===== src/rtl/mem_req_scheduler.sv =====
// mem_req_scheduler
//   Request front-end for the dual-port banked memory. Two valid/ready request
//   streams are each buffered in a FIFO. Requester 0 drives memory port A and
//   requester 1 drives port B. Same-address hazards (at least one write) are
//   serialised with alternating priority. Reads come back as registered, one-cycle
//   response pulses on the issuing requester's channel.
// Ports
//   clk, rst                 single clock, synchronous active-high reset
//   i_reqN_valid/we/addr/data  request stream N; o_reqN_ready = FIFO N not full
//   o_en*/o_we*/o_addr*/o_din*  memory port A/B controls (combinational from FIFO heads)
//   i_douta/i_doutb          memory read data, valid RD_LATENCY cycles after issue
//   o_rspN_valid/data        read response for requester N
//   o_conflict_cnt           saturating count of hazard cycles
module mem_req_scheduler #(
    parameter int DATA_W     = 12,
    parameter int ADDR_W     = 8,
    parameter int RD_LATENCY = 1,
    parameter int FIFO_DEPTH = 4
) (
    input  logic              clk,
    input  logic              rst,
    input  logic              i_req0_valid,
    output logic              o_req0_ready,
    input  logic              i_req0_we,
    input  logic [ADDR_W-1:0] i_req0_addr,
    input  logic [DATA_W-1:0] i_req0_data,
    input  logic              i_req1_valid,
    output logic              o_req1_ready,
    input  logic              i_req1_we,
    input  logic [ADDR_W-1:0] i_req1_addr,
    input  logic [DATA_W-1:0] i_req1_data,
    output logic              o_ena,
    output logic              o_enb,
    output logic              o_wea,
    output logic              o_web,
    output logic [ADDR_W-1:0] o_addra,
    output logic [ADDR_W-1:0] o_addrb,
    output logic [DATA_W-1:0] o_dina,
    output logic [DATA_W-1:0] o_dinb,
    input  logic [DATA_W-1:0] i_douta,
    input  logic [DATA_W-1:0] i_doutb,
    output logic              o_rsp0_valid,
    output logic [DATA_W-1:0] o_rsp0_data,
    output logic              o_rsp1_valid,
    output logic [DATA_W-1:0] o_rsp1_data,
    output logic [15:0]       o_conflict_cnt
);
    localparam int PW = $clog2(FIFO_DEPTH);

    typedef struct packed {
        logic              we;
        logic [ADDR_W-1:0] addr;
        logic [DATA_W-1:0] data;
    } req_t;

    // Storage and state, index 0 = requester 0 / port A, 1 = requester 1 / port B
    req_t                         r_mem [2][FIFO_DEPTH];
    logic [1:0][PW:0]             r_wptr;
    logic [1:0][PW:0]             r_rptr;
    logic                         r_prio;
    logic [15:0]                  r_conflict_cnt;
    logic [1:0][RD_LATENCY-1:0]   r_vld_pipe;
    logic [1:0]                   r_rsp_valid;
    logic [1:0][DATA_W-1:0]       r_rsp_data;

    logic [1:0]                   w_in_valid;
    req_t [1:0]                   w_in_req;
    logic [1:0][DATA_W-1:0]       w_dout;
    logic [1:0]                   w_full;
    logic [1:0]                   w_hv;
    logic [1:0]                   w_push;
    logic [1:0]                   w_issue;
    req_t [1:0]                   w_head;
    req_t [1:0]                   w_port;
    logic                         w_hazard;

    assign w_in_valid  = {i_req1_valid, i_req0_valid};
    assign w_in_req[0] = {i_req0_we, i_req0_addr, i_req0_data};
    assign w_in_req[1] = {i_req1_we, i_req1_addr, i_req1_data};
    assign w_dout      = {i_doutb, i_douta};

    always_comb begin
        w_full = '0;
        w_hv   = '0;
        w_push = '0;
        w_head = '0;
        for (int q = 0; q < 2; q++) begin
            // Extra pointer bit separates full (MSBs differ) from empty (equal)
            w_full[q] = (r_wptr[q][PW] != r_rptr[q][PW]) &&
                        (r_wptr[q][PW-1:0] == r_rptr[q][PW-1:0]);
            w_hv[q]   = (r_wptr[q] != r_rptr[q]);
            w_head[q] = r_mem[q][r_rptr[q][PW-1:0]];
            w_push[q] = w_in_valid[q] && !w_full[q];
        end
    end

    // Only heads and prio feed the ports, so nothing from i_req* reaches them
    assign w_hazard   = (&w_hv) && (w_head[0].addr == w_head[1].addr) &&
                        (w_head[0].we || w_head[1].we);
    assign w_issue[0] = w_hv[0] && (!w_hazard || !r_prio);
    assign w_issue[1] = w_hv[1] && (!w_hazard ||  r_prio);

    always_comb begin
        w_port = '0;
        for (int q = 0; q < 2; q++)
            if (w_issue[q]) w_port[q] = w_head[q];
    end

    assign o_req0_ready   = !w_full[0];
    assign o_req1_ready   = !w_full[1];
    assign o_ena          = w_issue[0];
    assign o_enb          = w_issue[1];
    assign o_wea          = w_port[0].we;
    assign o_web          = w_port[1].we;
    assign o_addra        = w_port[0].addr;
    assign o_addrb        = w_port[1].addr;
    assign o_dina         = w_port[0].data;
    assign o_dinb         = w_port[1].data;
    assign o_rsp0_valid   = r_rsp_valid[0];
    assign o_rsp1_valid   = r_rsp_valid[1];
    assign o_rsp0_data    = r_rsp_data[0];
    assign o_rsp1_data    = r_rsp_data[1];
    assign o_conflict_cnt = r_conflict_cnt;

    // FIFO payload needs no reset; pointers define what is valid
    always_ff @(posedge clk) begin
        for (int q = 0; q < 2; q++)
            if (w_push[q]) r_mem[q][r_wptr[q][PW-1:0]] <= w_in_req[q];
    end

    always_ff @(posedge clk) begin
        if (rst) begin
            r_wptr         <= '0;
            r_rptr         <= '0;
            r_prio         <= 1'b0;
            r_conflict_cnt <= '0;
            r_vld_pipe     <= '0;
            r_rsp_valid    <= '0;
            r_rsp_data     <= '0;
        end else begin
            for (int q = 0; q < 2; q++) begin
                if (w_push[q])  r_wptr[q] <= r_wptr[q] + (PW+1)'(1);
                if (w_issue[q]) r_rptr[q] <= r_rptr[q] + (PW+1)'(1);
                for (int s = RD_LATENCY-1; s > 0; s--)
                    r_vld_pipe[q][s] <= r_vld_pipe[q][s-1];
                r_vld_pipe[q][0] <= w_issue[q] && !w_head[q].we;
                // Last stage lines up with memory data on i_dout*
                r_rsp_valid[q] <= r_vld_pipe[q][RD_LATENCY-1];
                if (r_vld_pipe[q][RD_LATENCY-1]) r_rsp_data[q] <= w_dout[q];
            end
            if (w_hazard) begin
                r_prio <= !r_prio;
                if (r_conflict_cnt != 16'hFFFF) r_conflict_cnt <= r_conflict_cnt + 16'd1;
            end
        end
    end
endmodule


===== config.mk =====
export PLATFORM = sky130hd
export DESIGN_NAME = mem_req_scheduler
export DESIGN_NICKNAME = d
export VERILOG_FILES = /design/src/rtl/mem_req_scheduler.sv
export SDC_FILE = /design/constraint.sdc
export NUM_CORES = 1
export LEC_CHECK = 0
export ABC_AREA = 1
export CAP_MARGIN = 20
export CELL_PAD_IN_SITES_DETAIL_PLACEMENT = 1
export CELL_PAD_IN_SITES_GLOBAL_PLACEMENT = 1
export CORE_MARGIN = 3
export CORE_UTILIZATION = 40
export DETAILED_ROUTE_END_ITERATION = 12
export PLACE_DENSITY = 0.75
export SLEW_MARGIN = 20
export SYNTH_ARGS = -nofsm -noshare
export SYNTH_HDL_FRONTEND = slang
export SYNTH_SLANG_ARGS = --single-unit

===== constraint.sdc =====
create_clock -name clk -period 5.2 [get_ports clk]
set_input_delay 1.56 -clock clk [delete_from_list [all_inputs] [get_ports clk]]
set_output_delay 1.56 -clock clk [all_outputs]
set_load 0.005 [all_outputs]

==> flow_summary.toml <==
[clock_tree]
cts-root-buf = "clkbuf_16"
clk_pin_slew_ns = 0.06
cts_made_buffers = 25
cts_sinks = 225
htreeDepth = 1
cts_tree = "built"
cts_hold_buf = 0
cts_setup_buffers = 0
cts_buffer_depth = 3
insertion_delay_ns = 0.51

[die]
rows = 56
die_x_um = 161
ioPinCount = 158
die_y_um = 161
start_util_pct = 40.9
die-area_um2 = 26000
core_um2 = 23500

[timing]
worst_pin_slew_ns = 0.761
maxSlewViolCount = 0
setup_violations = 0
period_minus_slack_ns = 4.92
fin_worst_skew_ns = 0.0119
clock.fmax_mhz = 203
max-slew-margin-rel_pct = 49.1
min_period_over_period_pct = 94.6
hold_viol = 0

[grt]
grt_pass1_wl_um = 41600
grt_pass1_vias = 7678
grt-ovfl-total = 0
grt_max_degree = 43
antenna_found_initial = 0
grtUsageTotal_pct = 19.9

[cells_and_area]
fin_cells = 1444
nets = 1188
area_delta_synth_final_pct = 28.0
drive_gt1_share_pct = 7.91
final_cell_mix = "nand2_1, edfxtp_1, clkdlybuf4s50_1"
post-route-util_pct = 52.4
antenna_cells = 0
mostFrequentLayoutCell = "nand2_1"

[detailed_routing]
drt-initial-drc-count = 468
drc = 0
routedWlPerCell_um = 17.9
vias_per_cell = 5.00
route.vias.total = 7227
drt_pre_antenna_iters = 4
wl_um = 25800
ant_nets = 0

[critical_path]
cp_max_fo = 23
cp-start-kind = "flop"
crit_arrival_ns = 3.36
required_ns = 3.64
setup.worst_path.class = "reg -> out"
end_kind = "output port"

[power]
seq_power_share_pct = 34.7
switching_share_pct = 34.3
p_sw_mw = 2.23
peakVddDrop_uv = 285
power.internal_mw = 4.27
total_leakage_power_nw = 4.72
cellPowerDensity_nw_per_um2 = 527
pwr-share-clk_pct = 27.3
p_total_mw = 6.50
pwr-share-comb_pct = 38.0

[synthesis]
syn-cell-area_um2 = 9630
ys_async_sr_fraction_pct = 0
ys.flop_type = "edfxtp_1"
synthesis.nets = 1033
yosysWarnings = 0
synth_edf_count = 168
ys_ff_latch = 225
synthCells = 952
yosys.cell_types.count = 29
avgSynthCellArea_um2 = 10.1
yosysSeqAreaShare_pct = 64.2

[flow_run]
maxCapViolCount = 0

[placement]
dp_cells = 1399
port_buffers = 157
place_congestion = 0.781
dp_hpwl_um = 17400

[hold_path]
holdCritPathClass = "reg -> reg"

[outcome]
outcome = "complete, no violations"
==> path summary, 6_finish.rpt <==
path	startpoint	endpoint	slack (ns)	cells after the start
setup / recovery	r_rptr[0]	o_addra[7]	0.28	13
hold / removal	o_conflict_cnt[15]	o_conflict_cnt[15]	0.49	2
setup reg to reg	r_rptr[0]	r_rptr[0]	2.73	13
hold reg to reg	o_conflict_cnt[15]	o_conflict_cnt[15]	0.49	2
==> final cells by class <==
| cell class | count | area (um2) |
|---|---|---|
| Clock buffer | 30 | 644 |
| Clock inverter | 15 | 176 |
| Fill cell | 2589 | 11200 |
| Inverter | 44 | 173 |
| Multi-Input combinational cell | 637 | 3050 |
| Sequential cell | 225 | 6190 |
| Tap cell | 319 | 399 |
| Timing Repair Buffer | 174 | 1700 |
==> critical path: stages, from the launching register on <==
cell and delay (ns):
dfxtp_2 0.46, buf_4 0.31, nand2_1 0.11, nand3_1 0.10, nand2_1 0.13, nand2_1 0.09
nand2_1 0.05, nor2_1 0.12, nand2_2 0.10, nor2_8 0.31, nand3_4 0.22, nand2_8 0.25
nor2_1 0.11, clkdlybuf4s50_1 0.46
==> metal layers <==
layer | GRT usage (%) | wire (um) | up-vias
met5 | 0.758 | 0 | -
met4 | 3.99 | 449 | 0
met3 | 2.67 | 1030 | 31
met2 | 36.5 | 13400 | 148
met1 | 25.2 | 10900 | 3533
li1 | - | - | 3515
==> what timing repair did <==
action	4_1_cts	5_1_grt
cloned	0	0
setup endpoints to repair	29	44
resized for setup	2	8
==> power groups by stage <==
stage	clock network (mW)	registers, mW	logic (mW)
floorplan	0	2.25	1.41
global route	1.89	2.28	2.76
global placement	0	2.28	2.40
detailed placement	0	2.29	2.47
CTS	1.81	2.25	2.50
finish	1.77	2.26	2.47
==> cells in the mapped netlist (11+ instances only) <==
master	instances	area, um2
nand2_1	291	1090
nand3_1	52	260
a21oi_1	72	360
edfxtp_1	168	5040
o21ai_0	29	145
dfxtp_1	57	1140
clkbuf_1	18	67.6
nor3_1	22	110
inv_1	37	139
nand4_1	16	100
buf_4	11	82.6
ha_1	11	138
nor2_1	104	390
==> registers in the layout (all words and copies together), names as in the netlist <==
name,cells
r_rptr,6
r_rsp_valid,2
o_conflict_cnt,16
o_rsp1_data,12
r_prio,1
o_rsp0_data,12
r_wptr,6
r_mem,168
r_vld_pipe,2
==> cells by family (layout without fill, tap and decap cells) <==
family / Yosys count / after routing / share of synthesized area, %
and+or+nand+nor: 504 / 504 / 22.5
adders and majority gates: 11 / 11 / 1.43
AOI/OAI and AO/OA: 103 / 103 / 5.46
xor gates and xnor gates: 19 / 19 / 1.73
DFF: 225 / 225 / 64.2
buffers and inverters: 90 / 263 / 4.64
==> through the flow <==
step / instance area, um2 / setup slack (ns) / TNS [ns] / hold WS (ns)
CTS: 12300 / 0.0441 / 0 / 0.494
floorplan: 9630 / 1.89 / 0 / 0.475
global route: 12300 / -0.00197 / -0.00197 / 0.524
detailed placement: 11500 / 0.427 / 0 / 0.484
finish: 12300 / 0.279 / 0 / 0.489
global placement: 11500 / 0.602 / 0 / 0.475
Power figures use the tool's default switching activity.
==> patch 1 (config.mk and constraints unchanged) <==
Change the parameter `ADDR_W` from 8 to 6.
--- a/src/rtl/mem_req_scheduler.sv
+++ b/src/rtl/mem_req_scheduler.sv
@@ -13,7 +13,7 @@
 //   o_conflict_cnt           saturating count of hazard cycles
 module mem_req_scheduler #(
     parameter int DATA_W     = 12,
-    parameter int ADDR_W     = 8,
+    parameter int ADDR_W     = 6,
     parameter int RD_LATENCY = 1,
     parameter int FIFO_DEPTH = 4
 ) (
Ports: changed (resized i_req0_addr, i_req1_addr, o_addra and o_addrb); port bits go from 158 to 150. No check against the original RTL was run, so the function may have changed too.
==> patch 1 against the unedited design <==
- synthesized cell count decreased by 6.6%
- cell area decreased by 7.0%
- sequential cell count decreased by 16
- setup slack improved by 0.11 ns
- power decreased by 11%
- core utilization decreased by 0.65 points
- routed wire length decreased by 8.4%
- register-to-register slack got worse by 0.10 ns
- combinational power decreased by 8.5%
- synthesized area decreased by 5.0%
- critical path type unchanged
- largest cell class unchanged
==> patch 1: results (changes against the unedited design) <==
| Metric | Value |
|---|---|
| Place WS | `0.753 ns (+0.326 ns)` |
| IO buf count | `149 (-5.1%)` |
| Top cells by area, synth | `edfxtp_1 (50%), dfxtp_1 (12%), nor2_1 (7.7%)` |
| DR vias | `6821 (-5.6%)` |
| H-Tree Depth | `1 (unchanged)` |
| VDD IR max | `0.327 mV (+15%)` |
| Layout Nets | `1112 (-6.4%)` |
| Antenna violations before repair | `0 (unchanged)` |
| Outcome | `completed` |
| GP Congestion | `0.751 (-4.0%)` |
| Fillers | `2440 (-5.8%)` |
| Max-cap check violation count | `0 (unchanged)` |
| Total global-route track usage | `19.1% (-0.82 points)` |
| Share of the yosys chip area belonging to registers | `62.4% (-1.9 points)` |
| Largest net degree at the start of global routing | `40 (-7.0%)` |
| Leak pwr | `4.22 nW (-11%)` |
| Routed length per instance | `17.8 µm (-0.66%)` |
| First-pass GRT wire length | `37500 µm (-9.9%)` |
| Top post-synthesis cells by count | `nor2_1 (188), edfxtp_1 (152), nand2_1 (144)` |
| Worst path slowest cell | `dfxtp_1` |
| Arrival time worst endpoint | `3.25 ns (-0.11 ns)` |
| Max reg flops | `152 (-9.5%)` |
| Cell internal pwr | `3.77 mW (-12%)` |
| Initial DRC Count | `355 (-24%)` |
| CP peak stage delay | `0.51 ns (+0.05 ns)` |
| Vias in the first global route | `7118 (-7.3%)` |
| Yosys cell types | `35 (+21%)` |
| Yosys Warn Count | `0 (unchanged)` |
| Final Setup Violations | `0 (unchanged)` |
| Post-synth EDFFs | `152 (-9.5%)` |
| Relative slew margins | `60.7% (+12 points)` |
| Gate count of the mapped netlist | `889 (-6.6%)` |
| Crit Path Max Fanout | `26 (+13%)` |
| Num CTS Buffers | `23 (-8.0%)` |
| DP HPWL | `15600 µm (-10%)` |
| Layout cells sized above 1 | `10.6% (+2.7 points)` |
| Placement Cell Area | `10800 µm² (-5.9%)` |
| Syn Nets | `966 (-6.5%)` |
| Clk_skew | `0.0246 ns (+0.0127 ns)` |
| Clock Latency Late Sink | `0.52 ns` |
| Vias/cell | `5.12 (+2.4%)` |
==> patch 1: cell types whose count changed in the layout (fill, tap and decap cells not counted), sizes merged, moves of 4 or more <==
cell	before	now
a21oi	72	52
nor3	30	5
clkdlybuf4s50	157	149
nand4	16	3
nand3	55	68
bufinv	4	0
edfxtp	168	152
nor2	106	192
o21ai	29	78
nand2	294	157
==> patch 1: kinds of logic after synthesis <==
logic type,count (synthesis),share of synthesized area [%]
buffers and inverters,89,5.50
XOR/XNOR,19,1.90
AO/OA/AOI/OAI,132,8.19
adder cells (fa/ha/maj),11,1.50
AND/OR/NAND/NOR,429,20.5
flip-flops,209,62.4
==> patch 1: layout make-up <==
class / instances / area (µm²) / share of cell area (%)
clock buffers: 30 / 602 / 5.25
clock inverters: 11 / 66.3 / 0.578
inverters: 44 / 173 / 1.51
multi-input cells: 591 / 2950 / 25.7
flip-flops and latches: 209 / 5710 / 49.8
well taps: 280 / 350 / 3.06
repair buffers: 166 / 1620 / 14.1
==> patch 1: power by group through the flow <==
stage	clock network, mW	registers, mW	logic (mW)
after floorplan	0	2.07	1.37
after global placement	0	2.09	2.24
after detailed placement	0	2.10	2.29
after CTS	1.51	2.07	2.31
after global routing	1.58	2.09	2.52
final	1.46	2.07	2.26
==> patch 1: worst paths after layout <==
kind	to	cells after the start	slack, ns	from
worst max-delay path	o_addrb[4]	13	0.39	r_rptr[3]
worst min-delay path	o_rsp0_data[2]	2	0.50	o_rsp0_data[2]
worst max register to register	o_conflict_cnt[4]	7	2.63	o_conflict_cnt[0]
worst min register to register	o_rsp0_data[2]	2	0.50	o_rsp0_data[2]
==> patch 1: per-layer routing <==
metal | vias to the layer above | routed length, µm | track usage, %
met4 | 0 | 531 | 5.45
li1 | 3280 | - | -
met3 | 39 | 1050 | 2.75
met5 | - | 0 | 0
met2 | 168 | 11900 | 33.8
met1 | 3334 | 10200 | 24.4
==> patch 1: timing repair <==
action                                  CTS  global route
endpoints found under the setup margin    0            17
setup buffers                             0             0
resized for setup                         0             1
==> patch 1: critical path, delay by kind of cell, from the launching register on <==
| kind | cells | cell delay (ns) |
|---|---|---|
| buf+inv | 3 | 0.89 |
| simple gates | 10 | 1.35 |
| flops | 1 | 0.51 |
==> patch 2 (config.mk and constraints unchanged) <==
Made on the original files. Reset style: asynchronous (`rst`), changed in one clocked block. Comments in the files are not updated.
--- a/src/rtl/mem_req_scheduler.sv
+++ b/src/rtl/mem_req_scheduler.sv
@@ -128,7 +128,7 @@
             if (w_push[q]) r_mem[q][r_wptr[q][PW-1:0]] <= w_in_req[q];
     end
 
-    always_ff @(posedge clk) begin
+    always_ff @(posedge clk or posedge rst) begin
         if (rst) begin
             r_wptr         <= '0;
             r_rptr         <= '0;
Function: differs if rst is asserted again (counterexample within 4 cycles, from zero or initial values and one cycle with rst high); with rst held inactive, the same outputs for 4 cycles.
==> patch 2 against the unedited design <==
- synthesized area grew 1.9%
- global-route usage shrank 1.9 points
- non-clock buffer count shrank 2
- power grew 24%
- via count shrank 8.4%
- routed wire length shrank 7.9%
- combinational power grew 44%
- setup slack gained 0.0027 ns
- sequential cell count is the same
- cell area grew 1.2%
- worst hold slack gained 0.0059 ns
==> patch 2: results (changes against the unedited design) <==
| Metric | Value |
|---|---|
| Vias in the first global route | `7242 (-5.7%)` |
| Clock Latency Late Sink | `0.52 ns` |
| DR vias | `6618 (-8.4%)` |
| First-pass GRT wire length | `37900 µm (-8.9%)` |
| Initial DRC Count | `366 (-22%)` |
| Cell internal pwr | `5.19 mW (+22%)` |
| Hold crit path type | `reg -> reg` |
| DP HPWL | `16000 µm (-7.9%)` |
| Share of the yosys chip area belonging to registers | `65.9% (+1.7 points)` |
| Max-cap check violation count | `0 (unchanged)` |
| IO buf count | `157 (unchanged)` |
| Fin crit share | `94.6% (about the same)` |
| GP Congestion | `0.744 (-4.7%)` |
| Synth Flop Type | `edfxtp_1` |
| Yosys cell types | `33 (+14%)` |
| Post-synthesis mux area share | `2.75% (+2.8 points)` |
| CP peak stage delay | `0.48 ns (+0.02 ns)` |
| H-Tree Depth | `1 (unchanged)` |
| Worst path slowest cell | `clkdlybuf4s50_1` |
| Layout cells sized above 1 | `13.7% (+5.8 points)` |
| Routed WL | `23800 µm (-7.9%)` |
| Synth Area in Compound Gates | `5.02% (-0.43 points)` |
| Adder-cell share of the synthesized area | `1.40% (-0.027 points)` |
| Crit Path Max Fanout | `44 (+91%)` |
| Synth Area in XOR/XNOR | `2.32% (+0.59 points)` |
| Cts hold-fix bufs | `0 (unchanged)` |
| Outcome | `completed` |
| Largest net degree at the start of global routing | `45 (+4.7%)` |
| Placement Cell Area | `11600 µm² (+1.3%)` |
| Max reg flops | `168 (unchanged)` |
| Fillers | `2503 (-3.3%)` |
| Post_cts resized | `0 (-2)` |
| Yosys Warn Count | `0 (unchanged)` |
| Leak pwr | `4.77 nW (+1.1%)` |
| CTS clk-pin slew, worst paths | `0.06 ns (about the same)` |
| Place WS | `0.811 ns (+0.384 ns)` |
| Antenna violations before repair | `0 (unchanged)` |
| Top cells by area, synth | `edfxtp_1 (51%), dfrtp_1 (15%), nand2_1 (10%)` |
| Post-synth EDFFs | `168 (unchanged)` |
| Hold_ws | `0.495 ns (+0.00594 ns)` |
| Num CTS Buffers | `24 (-4.0%)` |
| Delay-heaviest family, CP | `simple AND/OR/NAND/NOR gates` |
| Slew @ Worst Pin | `0.939 ns (+0.177 ns)` |
| Clk_skew | `0.0141 ns (+0.00219 ns)` |
| Top post-synthesis cells by count | `nand2_1 (264), edfxtp_1 (168), dfrtp_1 (57)` |
| VDD IR max | `0.394 mV (+39%)` |
| Layout Nets | `1078 (-9.3%)` |
| Total global-route track usage | `17.9% (-1.9 points)` |
| Drt pass-1 iters | `4 (unchanged)` |
| Clock buffer depth | `3 (unchanged)` |
| Syn Nets | `917 (-11%)` |
| Post-CTS setup buffers | `0 (unchanged)` |
| CTS root buf | `clkbuf_16` |
| Arrival time worst endpoint | `3.36 ns (about the same)` |
| Gate count of the mapped netlist | `836 (-12%)` |
| R2r setup slk | `2.28 ns (-0.45 ns)` |
| Dpl cells | `1290 (-7.8%)` |
| Routed length per instance | `17.8 µm (-0.29%)` |
| Async S/R FF share, synth | `25.3% (+25 points)` |
-- patch 2: metal layers --
metal  wire length (µm)  global-route usage [%]
met1               9850                    22.2
met2              12200                    32.8
met3               1430                    3.36
met4                346                    3.92
met5                  0                       0
-- patch 2: final timing paths --
kind | from | end | cells past startpoint
worst max-delay path | r_rptr[0] | o_web | 14
worst min-delay path | r_wptr[5] | r_wptr[5] | 1
worst max register to register | r_rptr[0] | o_conflict_cnt[3] | 13
worst min register to register | r_wptr[5] | r_wptr[5] | 1
max in group asynchronous | rst | o_rsp0_data[6] | 3
min in group asynchronous | rst | o_rsp1_data[10] | 2
-- patch 2: worst register-to-register path, delay by kind of cell (launching register included) --
family	cells	cell delay (ns)
AND/OR/NAND/NOR	10	1.82
buffers and inverters	2	0.51
AO/OA/AOI/OAI	1	0.07
flip-flops	1	0.38
-- patch 2: cells by family (layout without fill, tap and decap cells) --
family	count (synthesis)	count (layout)
adder cells (fa/ha/maj)	11	11
buffers and inverters	81	260
AND/OR/NAND/NOR	405	405
AO/OA/AOI/OAI	64	64
XOR/XNOR	26	26
flip-flops	225	225
multiplexers	24	24
-- patch 2: final cells by class --
cell class	instances	area, µm²	area share, %
clock buffers	31	678	5.43
clock inverters	13	175	1.40
inverters	44	178	1.42
multi-input cells	530	2890	23.2
flip-flops and latches	225	6470	51.9
well taps	319	399	3.20
repair buffers	172	1680	13.5
-- patch 2: power groups by stage --
stage | Sequential, mW | Combinational, mW | Clock [mW]
2_1_floorplan | 2.63 | 2.09 | 0
3_3_place_gp | 2.68 | 3.51 | 0
3_5_place_dp | 2.71 | 3.61 | 0
4_1_cts | 2.67 | 3.65 | 1.84
5_1_grt | 2.72 | 3.94 | 1.92
6_report | 2.67 | 3.56 | 1.80
